--- src/rtl/alu_seq.sv ---
// alu_seq: sequential ALU with valid/ready input handshake, an internal NZCV
// flag register feeding carry-consuming ops, and an iterative shift-add
// multiplier. Single-cycle ops complete at the accepting edge; MULS occupies
// the unit for WIDTH-1 further cycles.
module alu_seq #(
  parameter int WIDTH = 32
) (
  input  logic             clk,
  input  logic             rst_n,
  input  logic             in_valid,
  output logic             in_ready,
  input  logic [WIDTH-1:0] a,
  input  logic [WIDTH-1:0] b,
  input  logic [3:0]       opcode,
  output logic             out_valid,
  output logic [WIDTH-1:0] result,
  output logic [3:0]       nzcv,
  output logic             err
);

  localparam logic [3:0] OP_ADD  = 4'b0000;
  localparam logic [3:0] OP_ADCS = 4'b0001;
  localparam logic [3:0] OP_ANDS = 4'b0010;
  localparam logic [3:0] OP_ORRS = 4'b0011;
  localparam logic [3:0] OP_RSBS = 4'b0100;
  localparam logic [3:0] OP_SBCS = 4'b0101;
  localparam logic [3:0] OP_SUBS = 4'b0110;
  localparam logic [3:0] OP_CMP  = 4'b0111;
  localparam logic [3:0] OP_MULS = 4'b1000;

  localparam logic [0:0] ST_IDLE = 1'b0;
  localparam logic [0:0] ST_MUL  = 1'b1;

  localparam int              CNT_W    = $clog2(WIDTH);
  localparam logic [CNT_W-1:0] CNT_INIT = CNT_W'(WIDTH - 1);
  localparam logic [CNT_W-1:0] CNT_ONE  = CNT_W'(1);

  // Shared adder: returns {carry_out, sum}.
  function automatic logic [WIDTH:0] adder(input logic [WIDTH-1:0] x,
                                           input logic [WIDTH-1:0] y,
                                           input logic             cin);
    return {1'b0, x} + {1'b0, y} + {{WIDTH{1'b0}}, cin};
  endfunction

  // Signed overflow: adder inputs agree in sign but the sum does not.
  function automatic logic overflow(input logic x_msb, input logic y_msb,
                                    input logic r_msb);
    return (x_msb == y_msb) && (r_msb != x_msb);
  endfunction

  logic [0:0]       state_q,     state_d;
  logic [WIDTH-1:0] result_q,    result_d;
  logic [3:0]       nzcv_q,      nzcv_d;
  logic             out_valid_q, out_valid_d;
  logic             err_q,       err_d;
  logic [WIDTH-1:0] acc_q,       acc_d;
  logic [WIDTH-1:0] mcand_q,     mcand_d;
  logic [WIDTH-1:0] mplier_q,    mplier_d;
  logic [CNT_W-1:0] cnt_q,       cnt_d;

  logic             accept;
  logic             c_flag;
  logic [WIDTH-1:0] add_x;
  logic [WIDTH-1:0] add_y;
  logic             add_cin;
  logic [WIDTH:0]   add_sum;
  logic [WIDTH-1:0] add_res;
  logic             add_v;
  logic [WIDTH-1:0] logic_res;
  logic [WIDTH-1:0] acc_nx;
  logic [WIDTH-1:0] prod;

  assign accept  = in_valid && (state_q == ST_IDLE);
  assign c_flag  = nzcv_q[1];

  // Route operands onto the single adder; subtraction is x + ~y + cin.
  always_comb begin
    add_x   = a;
    add_y   = ~b;
    add_cin = 1'b1;
    case (opcode)
      OP_ADD: begin
        add_y   = b;
        add_cin = 1'b0;
      end
      OP_ADCS: begin
        add_y   = b;
        add_cin = c_flag;
      end
      OP_RSBS: begin
        add_x   = b;
        add_y   = ~a;
      end
      OP_SBCS: begin
        add_cin = c_flag;
      end
      default: begin
        add_x   = a;
        add_y   = ~b;
        add_cin = 1'b1;
      end
    endcase
  end

  assign add_sum   = adder(add_x, add_y, add_cin);
  assign add_res   = add_sum[WIDTH-1:0];
  assign add_v     = overflow(add_x[WIDTH-1], add_y[WIDTH-1], add_res[WIDTH-1]);
  assign logic_res = (opcode == OP_ANDS) ? (a & b) : (a | b);

  // One shift-add step. On the last step the remaining multiplier bit would
  // add (a << (WIDTH-1)), which only touches the MSB, so fold it in as an XOR
  // instead of spending another cycle on it.
  assign acc_nx = acc_q + (mplier_q[0] ? mcand_q : {WIDTH{1'b0}});
  assign prod   = acc_nx ^ {(mcand_q[WIDTH-2] & mplier_q[1]), {(WIDTH-1){1'b0}}};

  // Next-state logic for the FSM, output registers and multiplier datapath.
  always_comb begin
    state_d     = state_q;
    result_d    = result_q;
    nzcv_d      = nzcv_q;
    out_valid_d = 1'b0;
    err_d       = 1'b0;
    acc_d       = acc_q;
    mcand_d     = mcand_q;
    mplier_d    = mplier_q;
    cnt_d       = cnt_q;
    case (state_q)
      ST_IDLE: begin
        if (accept) begin
          case (opcode)
            OP_ADD, OP_ADCS, OP_RSBS, OP_SBCS, OP_SUBS, OP_CMP: begin
              if (opcode != OP_CMP) begin
                result_d = add_res;
              end
              nzcv_d      = {add_res[WIDTH-1], (add_res == '0), add_sum[WIDTH], add_v};
              out_valid_d = 1'b1;
            end
            OP_ANDS, OP_ORRS: begin
              result_d    = logic_res;
              nzcv_d      = {logic_res[WIDTH-1], (logic_res == '0), nzcv_q[1:0]};
              out_valid_d = 1'b1;
            end
            OP_MULS: begin
              acc_d    = '0;
              mcand_d  = a;
              mplier_d = b;
              cnt_d    = CNT_INIT;
              state_d  = ST_MUL;
            end
            default: begin
              result_d    = '0;
              err_d       = 1'b1;
              out_valid_d = 1'b1;
            end
          endcase
        end
      end
      ST_MUL: begin
        acc_d    = acc_nx;
        mcand_d  = mcand_q << 1;
        mplier_d = mplier_q >> 1;
        cnt_d    = cnt_q - CNT_ONE;
        if (cnt_q == CNT_ONE) begin
          result_d    = prod;
          nzcv_d      = {prod[WIDTH-1], (prod == '0), nzcv_q[1:0]};
          out_valid_d = 1'b1;
          state_d     = ST_IDLE;
        end
      end
      default: begin
        state_d = ST_IDLE;
      end
    endcase
  end

  // Architectural state: FSM, visible outputs and flags, cleared by reset.
  always_ff @(posedge clk) begin
    if (!rst_n) begin
      state_q     <= ST_IDLE;
      result_q    <= '0;
      nzcv_q      <= 4'b0000;
      out_valid_q <= 1'b0;
      err_q       <= 1'b0;
    end else begin
      state_q     <= state_d;
      result_q    <= result_d;
      nzcv_q      <= nzcv_d;
      out_valid_q <= out_valid_d;
      err_q       <= err_d;
    end
  end

  // Multiplier working registers; always reloaded on accept, so no reset.
  always_ff @(posedge clk) begin
    acc_q    <= acc_d;
    mcand_q  <= mcand_d;
    mplier_q <= mplier_d;
    cnt_q    <= cnt_d;
  end

  assign in_ready  = (state_q == ST_IDLE);
  assign out_valid = out_valid_q;
  assign result    = result_q;
  assign nzcv      = nzcv_q;
  assign err       = err_q;

endmodule

--- config.mk ---
export PLATFORM = sky130hd
export DESIGN_NAME = alu_seq
export DESIGN_NICKNAME = d
export VERILOG_FILES = /design/src/rtl/alu_seq.sv
export SDC_FILE = /design/constraint.sdc
export NUM_CORES = 1
export LEC_CHECK = 0
export BUFFER_PORTS_ARGS = -buffer_cell sky130_fd_sc_hd__buf_2
export CELL_PAD_IN_SITES_DETAIL_PLACEMENT = 0
export CELL_PAD_IN_SITES_GLOBAL_PLACEMENT = 1
export CORE_ASPECT_RATIO = 2
export CORE_UTILIZATION = 42
export DETAILED_ROUTE_END_ITERATION = 7
export PLACE_DENSITY = 0.8
export SETUP_SLACK_MARGIN = 0.3
export SLEW_MARGIN = 5
export SYNTH_ARGS = -nofsm -noshare
export SYNTH_HDL_FRONTEND = slang
export SYNTH_SLANG_ARGS = --single-unit
--- constraint.sdc ---
create_clock -name clk -period 4.42 [get_ports clk]
set_input_delay 0.663 -clock clk [delete_from_list [all_inputs] [get_ports clk]]
set_output_delay 0.663 -clock clk [all_outputs]
set_load 0.005 [all_outputs]
* Word-level counts from Yosys, hierarchy flattened *
Cells that the tools add are included.

cells by class
  add/sub/neg operators = 4
  equal/unequal tests = 20
  muxes and demuxes = 35
  bitwise operators = 9
  reduce and logical (&&, ||, !) cells = 16

operator list
  operator                                               number
  2-to-1 mux 32 bit                                      12
  one-hot mux 32 bit (2 select lines)                    5
  zero test 32 bit                                       3
  one-hot mux 32 bit (3 select lines)                    1
  inverter 32 bit                                        2
  adder 32 x 32 -> 33 bit                                1
  adder 33 x 1 -> 33 bit                                 1
  adder 32 bit                                           1
  bitwise AND 32 bit                                     1
  bitwise OR 32 bit                                      1
  bitwise XOR 32 bit                                     1
  == test 4 x 3 -> 1 bit, second input constant          4
  one-hot mux 4 bit (2 select lines)                     2
  2-to-1 mux 5 bit                                       2
  one-hot mux 5 bit (2 select lines)                     1
  OR reduction 9 bit                                     1
  == test 4 x 2 -> 1 bit, second input constant          2
  2-to-1 mux 4 bit                                       2
  inequality test 2 x 1 -> 1 bit, second input constant  4
  AND reduction 4 bit                                    2
  2-to-1 mux 1 bit                                       7
  one-hot mux 1 bit (2 select lines)                     3
  OR reduction 2 bit                                     3
  OR reduction 6 bit                                     1
  other kinds (17)                                       21

storage, ports and cells
  flip-flop bits (word level) = 140
  input port bits = 71
  output and inout bits = 39
  logic and storage cells = 94

* Logic depth before layout (Yosys ltp) *
Gate-level depths: netlist of run 1.

  depth in word-level cells = 10
  depth in mapped cells = 21
  depth with buffers taken out = 18

* Worst setup path after synthesis of run 1 *
No wires, ideal clock.

  path type = input-to-reg
  from = input opcode[0]
  to = register nzcv_q[3], in the netlist nzcv[3]
  library setup time = 0.118 ns
  data arrival time = 4.692 ns
  setup slack = -0.391 ns
  stages = 19
  path buffers = 3
  cell sequence = clkbuf_1 nand2b_1 nor3_1 or2_2 clkbuf_1 clkbuf_1 o221ai_1 fa_1 a211o_1 a21oi_1 nor4_1 o311a_1 a31oi_4 o21ai_2 a31oi_2 xnor2_1 a211o_1 a22oi_1 nor2b_1

between the ends
  cells in the longest elaborated chain, start to end = 8

RTL lines
  item                                                       RTL line  RTL
  start: declaration                                         14        input logic [3:0] opcode,
  == test 4 x 1 -> 1 bit or zero test 4 bit (tied branches)  81, 130
  OR reduction 2 bit (no source line)                        n/a
  one-hot mux 32 bit (2 select lines)                        81        case (opcode)
  adder 32 x 32 -> 33 bit                                    42        return {1'b0, x} + {1'b0, y} + {{WIDTH{1'b0}}, cin};
  adder 33 x 1 -> 33 bit                                     42
  one-hot mux 4 bit (2 select lines)                         130       case (opcode)
  2-to-1 mux 4 bit                                           129       if (accept) begin
  one-hot mux 4 bit (2 select lines)                         127       case (state_q)
  end signal: assignment                                     187       nzcv_q <= nzcv_d;
  end: declaration                                           53        logic [3:0] nzcv_q, nzcv_d;

Parallel ways exist; a longest one is shown, timed or not. The select of a mux whose other input is x is not followed.
A chain may end at the register's enable or synchronous reset.

* Final worst setup path of run 1 *
  from = input opcode[1]
  to = register nzcv_q[2], in the netlist nzcv[2]

between the ends
  cells in the longest elaborated chain, start to end = 9

RTL lines
  item                                                       RTL line  RTL
  == test 4 x 1 -> 1 bit or zero test 4 bit (tied branches)  81, 130
  OR reduction 2 bit (no source line)                        n/a
  one-hot mux 32 bit (2 select lines)                        81
  adder 32 x 32 -> 33 bit                                    42
  adder 33 x 1 -> 33 bit                                     42
  zero test 32 bit                                           135       nzcv_d = {add_res[WIDTH-1], (add_res == '0), add_sum[WIDTH], add_v};
  one-hot mux 4 bit (2 select lines)                         130
  2-to-1 mux 4 bit                                           129
  one-hot mux 4 bit (2 select lines)                         127

Parallel ways exist; a longest one is shown, timed or not. The select of a mux whose other input is x is not followed.

==> flow_summary.yaml, run 1 <==
global_route:
  grt_overflow: 0
  antenna_found_initial: 0
  grt_pass1_vias: 10943
  grt_max_degree: 53
  gr-usage-all-layers_pct: 28.6
  grt_pass1_wl_um: 60700
floorplan:
  die_w_um: 119
  rows: 85
  start_util_pct: 42.9
  ioPinCount: 110
  die_height_um: 237
  fp.coreArea_um2: 27000
  die_area_um2: 28300
setup_path:
  cp.required_ns: 4.80
  crit_path_start_kind: "input pin"
  critPathArrivalTime_ns: 4.47
  path_max_fanout: 10
  crit_type: "in2reg"
  end_kind: "flip-flop"
pwr:
  power_frac_seq_pct: 33.6
  p_clk_share_pct: 33.5
  p_leak_nw: 5.70
  fin_total_pwr_mw: 4.41
  p_sw_share_pct: 32.4
  p_sw_mw: 1.43
  combinationalPowerShare_pct: 32.8
  p_int_mw: 2.98
  ir_drop_uv: 272
  p_per_area_nw_per_um2: 308
finish:
  layout_commonest_cell: "nand2_1"
  final_cell_mix: "nand2_1, buf_4, a21oi_1"
  syn_to_final_growth_pct: 23.5
  insertedDiodeCount: 0
  drive_gt1_share_pct: 27.1
  fill_cells: 2562
  utilization_pct: 53.0
  fin_nets: 1628
clock_network:
  numCtsBuffers: 17
  clk_root_buffer_cell: "clkbuf_16"
  cts.sinks: 140
  cts_tree: "yes"
  cts_max_path_buffers: 2
  clk-insertion-delay-late_ns: 0.45
  cts_hold_buf: 0
  htree_levels: 4
  cts.clk_slew.worst_paths_ns: 0.07
timing:
  hold_viol_final: 0
  tightest_slew_ns: 0.749
  rsz0062_at_grt: "true"
  finalCritPeriodShare_pct: 92.6
  maxSlewHeadroom_pct: 49.7
  min_period_ns: 4.09
  fin_skew_ns: 0.0110
  maxSlewViolCount: 0
  max_freq_ghz: 0.244
  setup_viol: 0
synthesis:
  synth_edf_count: 101
  synthCells: 1312
  async_flop_share_pct: 0
  mappedNetlistArea_um2: 11600
  syn_nets: 1450
  ys_ff_latch: 140
  ys_types: 88
  synth-main-ff-cell: "edfxtp_1"
  avgSynthCellArea_um2: 8.84
  seq_area_frac_synth_pct: 32.9
  yosysWarnings: 0
job:
  drv_cap: 0
route:
  postRouteAntennaNets: 0
  avgViaCountPerCell: 5.93
  drc_errors: 0
  drt-pass1-iter-count: 5
  routedWlPerCell_um: 22.0
  drtIter0Drc: 698
  vias: 10983
  drt-total-wl_um: 40700
run_status:
  outcome: "complete, no violations"
place:
  dp_hpwl_um: 31600
  place.gp.congestion: 0.959
  port_buffers: 109
min_path:
  hp-class: "reg2reg"
==> cell families (layout without fill, tap and decap cells) <==
logic type	after synthesis	count (layout)	share of synthesized area, %
AND/OR/NAND/NOR	425	425	17.7
AO/OA/AOI/OAI	421	421	24.8
flip-flops	140	140	32.9
buffers and inverters	103	294	3.56
adder cells (fa/ha/maj)	97	97	10.0
multiplexers	64	64	6.19
XOR/XNOR	62	62	4.81
==> power groups by stage <==
stage / sequential (mW) / clock (mW) / combinational (mW)
after CTS: 1.48 / 1.49 / 1.34
after global placement: 1.51 / 0 / 1.31
after global routing: 1.49 / 1.54 / 1.55
after detailed placement: 1.51 / 0 / 1.32
after floorplan: 1.51 / 0 / 0.752
final: 1.48 / 1.48 / 1.45
==> routing by layer <==
| metal | part of all wire (%) | track usage, % | wire, um | up-vias |
|---|---|---|---|---|
| met5 | 0 | 0 | 0 | - |
| met4 | 6.9 | 19.5 | 2820 | 0 |
| met3 | 3.5 | 3.13 | 1410 | 104 |
| met2 | 53 | 52.4 | 21400 | 304 |
| met1 | 37 | 30.1 | 15100 | 5307 |
| li1 | - | - | - | 5268 |
==> path summary, 6_finish.rpt <==
| kind | startpoint | to | slack [ns] | cells past startpoint |
|---|---|---|---|---|
| setup / recovery | opcode[1] | nzcv[2] | 0.33 | 20 |
| hold / removal | result[0] | result[0] | 0.54 | 2 |
| setup reg to reg | mplier_q[0] | nzcv[2] | 0.39 | 13 |
| hold reg to reg | result[0] | result[0] | 0.54 | 2 |
==> through the flow <==
| step | instance area (um^2) | setup WS [ns] | hold WS, ns | setup TNS [ns] | instances |
|---|---|---|---|---|---|
| final | 14300 | 0.328 | 0.537 | 0 | 1851 |
| after global routing | 14300 | 0.208 | 0.558 | 0 | 1851 |
| after CTS | 13900 | 0.273 | 0.540 | 0 | 1836 |
| after detailed placement | 13300 | -0.223 | 0.519 | -1.71 | 1801 |
| after global placement | 13300 | -0.163 | 0.516 | -1.10 | 1801 |
| after floorplan | 11800 | 0.0642 | 0.495 | 0 | 1312 |
==> Yosys cell counts (6+ instances only) <==
cell type,instances,area share (%)
nand2_1,186,6.0
a21oi_1,119,5.1
edfxtp_1,101,26
o21ai_0,71,3.1
nor2_1,66,2.1
ha_1,64,6.9
clkbuf_1,63,2.0
mux2_2,62,6.0
and2_1,60,3.2
xnor2_1,41,3.1
dfxtp_1,39,6.7
o221ai_1,32,2.4
maj3_1,30,2.6
a21o_1,29,1.9
o21a_1,26,1.7
inv_1,20,0.65
xor2_1,20,1.5
a211oi_1,19,1.2
a22o_1,19,1.4
nor3_1,19,0.82
o22a_1,17,1.3
nand3_1,15,0.65
nor2b_1,13,0.70
a211o_1,11,0.83
a31oi_1,10,0.54
buf_1,10,0.32
and3_1,8,0.43
nand4_1,8,0.43
nand2b_1,7,0.38
nor4_1,7,0.38
buf_2,6,0.26
o22ai_1,6,0.32
==> cell type report <==
type | count | area (um^2) | area share (%)
clock inverters | 12 | 138 | 0.961
flip-flops and latches | 140 | 3820 | 26.6
clock buffers | 20 | 457 | 3.19
multi-input cells | 1069 | 7750 | 54.1
well taps | 348 | 435 | 3.04
repair buffers | 241 | 1650 | 11.5
inverters | 21 | 78.8 | 0.550
==> critical path, stage by stage <==
cell and delay [ns]:
buf_2 0.11, buf_4 0.18, nor3_4 0.24, buf_4 0.24, nand2_1 0.12, o221ai_4 0.09
fa_2 0.26, inv_2 0.04, fa_2 0.38, nor2b_4 0.16, o2111ai_4 0.16, a21oi_2 0.20
o311a_1 0.34, nor2_1 0.11, o31ai_2 0.29, xor2_1 0.15, nor4b_2 0.26, and4_1 0.22
nand4_1 0.10, o21bai_1 0.16
==> state kept, by name, summed over array words and instances, names as in the netlist, 4 cells and up <==
name,count
mcand_q,32
acc_q,32
mplier_q,32
cnt_q,5
nzcv,4
result,32
==> what timing repair did <==
action / CTS / global route
buffers inserted: 3 / 15
setup endpoints to repair: 5 / 18
resized for setup: 5 / 55
pin swaps: 5 / 39
Note: power is estimated with default switching activity, not from simulation.
==> run 2, diff against run 1 <==
CORE_ASPECT_RATIO = 1.75   (was 2)
==> flow_summary.yaml, run 2 (synthesis gave the netlist of run 1 again) <==
run_status:
  outcome: "complete, no violations"
finish:
  layout_commonest_cell: "nand2_1"
  fin_nets: 1607
  syn_to_final_growth_pct: 19.9
  final_cell_mix: "nand2_1, a21oi_1, buf_2"
  fill_cells: 2669
  drive_gt1_share_pct: 24.8
  stdcell_count: 1852
timing:
  finalCritPeriodShare_pct: 89.7
  setup_viol: 0
  fin_skew_ns: 0.0123
  min_period_ns: 3.96
  maxSlewHeadroom_pct: 46.3
  hold_viol_final: 0
  maxSlewViolCount: 0
  max_freq_ghz: 0.252
  tightest_slew_ns: 0.806
  rsz0062_at_grt: "true"
  fin_setup_tns_ns: 0
clock_network:
  clk_root_buffer_cell: "clkbuf_16"
  cts_tree: "yes"
  htree_levels: 4
  cts_hold_buf: 0
  cts_max_path_buffers: 2
  cts.sinks: 140
  cts.clk_slew.worst_paths_ns: 0.06
  numCtsBuffers: 17
  clk-insertion-delay-late_ns: 0.46
pwr:
  p_per_area_nw_per_um2: 302
  p_leak_nw: 5.53
  ir_drop_uv: 277
global_route:
  grt_max_degree: 68
  gr-usage-all-layers_pct: 28.3
  grt_overflow: 0
  grt_pass1_vias: 10816
  grt_pass1_wl_um: 60100
  antenna_found_initial: 0
setup_path:
  crit_top_cell: "buf_6"
  crit_chain: "buf_8, nand2b_4, or3_4, buf_6, o221ai_1, ha_1, a21o_1, a31oi_1, nand2_2, buf_6, a211o_1, o21ai_2, a41oi_2, o41ai_4, xnor2_1, a221o_1, o21ai_1, a21oi_1"
  critPathArrivalTime_ns: 4.31
  crit_slowest_cell: "or3_4"
  crit_type: "in2reg"
  cp.required_ns: 4.76
  critPathBufInv: 3
  end_kind: "flip-flop"
  crit_family: "compound AO/OA/AOI/OAI gates"
  crit_path_start_kind: "input pin"
  path_max_fanout: 22
  cpPeakStageDelay_ns: 0.42
floorplan:
  die_height_um: 222
  rows: 80
  die_w_um: 128
  die_area_um2: 28300
  start_util_pct: 42.6
  fp.coreArea_um2: 27200
  ioPinCount: 110
place:
  post-place-cells: 1810
  place.gp.congestion: 0.954
  dp_hpwl_um: 30400
  port_buffers: 109
route:
  drtIter0Drc: 665
  vias: 10916
  drt-total-wl_um: 39500
  drt-pass1-iter-count: 7
  postRouteAntennaNets: 0
  routedWlPerCell_um: 21.3
  drc_errors: 0
  avgViaCountPerCell: 5.89
min_path:
  hp-class: "reg2reg"
job:
  drv_cap: 0
-- run 2: path summary, 6_finish.rpt --
kind         cells past startpoint  slack (ns)          to         from
min                              2        0.54  result[10]   result[10]
max                             18        0.46  result[30]    opcode[0]
min reg2reg                      2        0.54  result[10]   result[10]
max reg2reg                     13        0.47     nzcv[2]  mplier_q[0]
-- run 2: report_power, final --
group | leakage, nW | internal (mW) | switching [mW] | total [mW]
Combinational | 4.03 | 0.602 | 0.751 | 1.35
Clock | 0.260 | 0.724 | 0.638 | 1.36
Sequential | 1.24 | 1.46 | 0.0229 | 1.48
-- run 2: cell type report --
cell class / instances / area (um^2) / share of cell area [%]
well taps: 369 / 462 / 3.32
inverters: 21 / 78.8 / 0.567
clock inverters: 15 / 115 / 0.828
diodes: 1 / 2.50 / 0.0180
flip-flops and latches: 140 / 3820 / 27.4
multi-input cells: 1069 / 7580 / 54.5
repair buffers: 220 / 1430 / 10.2
clock buffers: 17 / 425 / 3.06
-- run 2: per-layer routing --
layer	global-route usage, %	vias up	share of wire [%]
met2	51.4	340	52
met4	16.9	0	6.2
met5	0	-	0
met3	3.91	115	4.4
li1	-	5236	-
met1	30.8	5225	38
-- run 2: worst min-delay path: stages, from the launching register on --
cell and delay [ns]:
dfxtp_1 0.32, o21ai_0 0.08, a21oi_1 0.10
-- run 2: through the flow --
step	worst slack (ns)	total power, mW	cell area, um^2	hold WS, ns	util (%)
finish	0.455	4.20	13900	0.536	51.1
global placement	-0.170	2.79	13200	0.515	48.4
CTS	0.283	4.17	13700	0.528	50.4
global route	0.254	4.37	13900	0.553	51.1
floorplan	0.0642	2.26	11800	0.495	-
detailed placement	-0.224	2.80	13200	0.513	48.4
-- run 2: what timing repair did --
item	4_1_cts	5_1_grt
buffers inserted	1	8
setup endpoints to repair	3	17
pin swaps	4	21
resized for setup	2	27
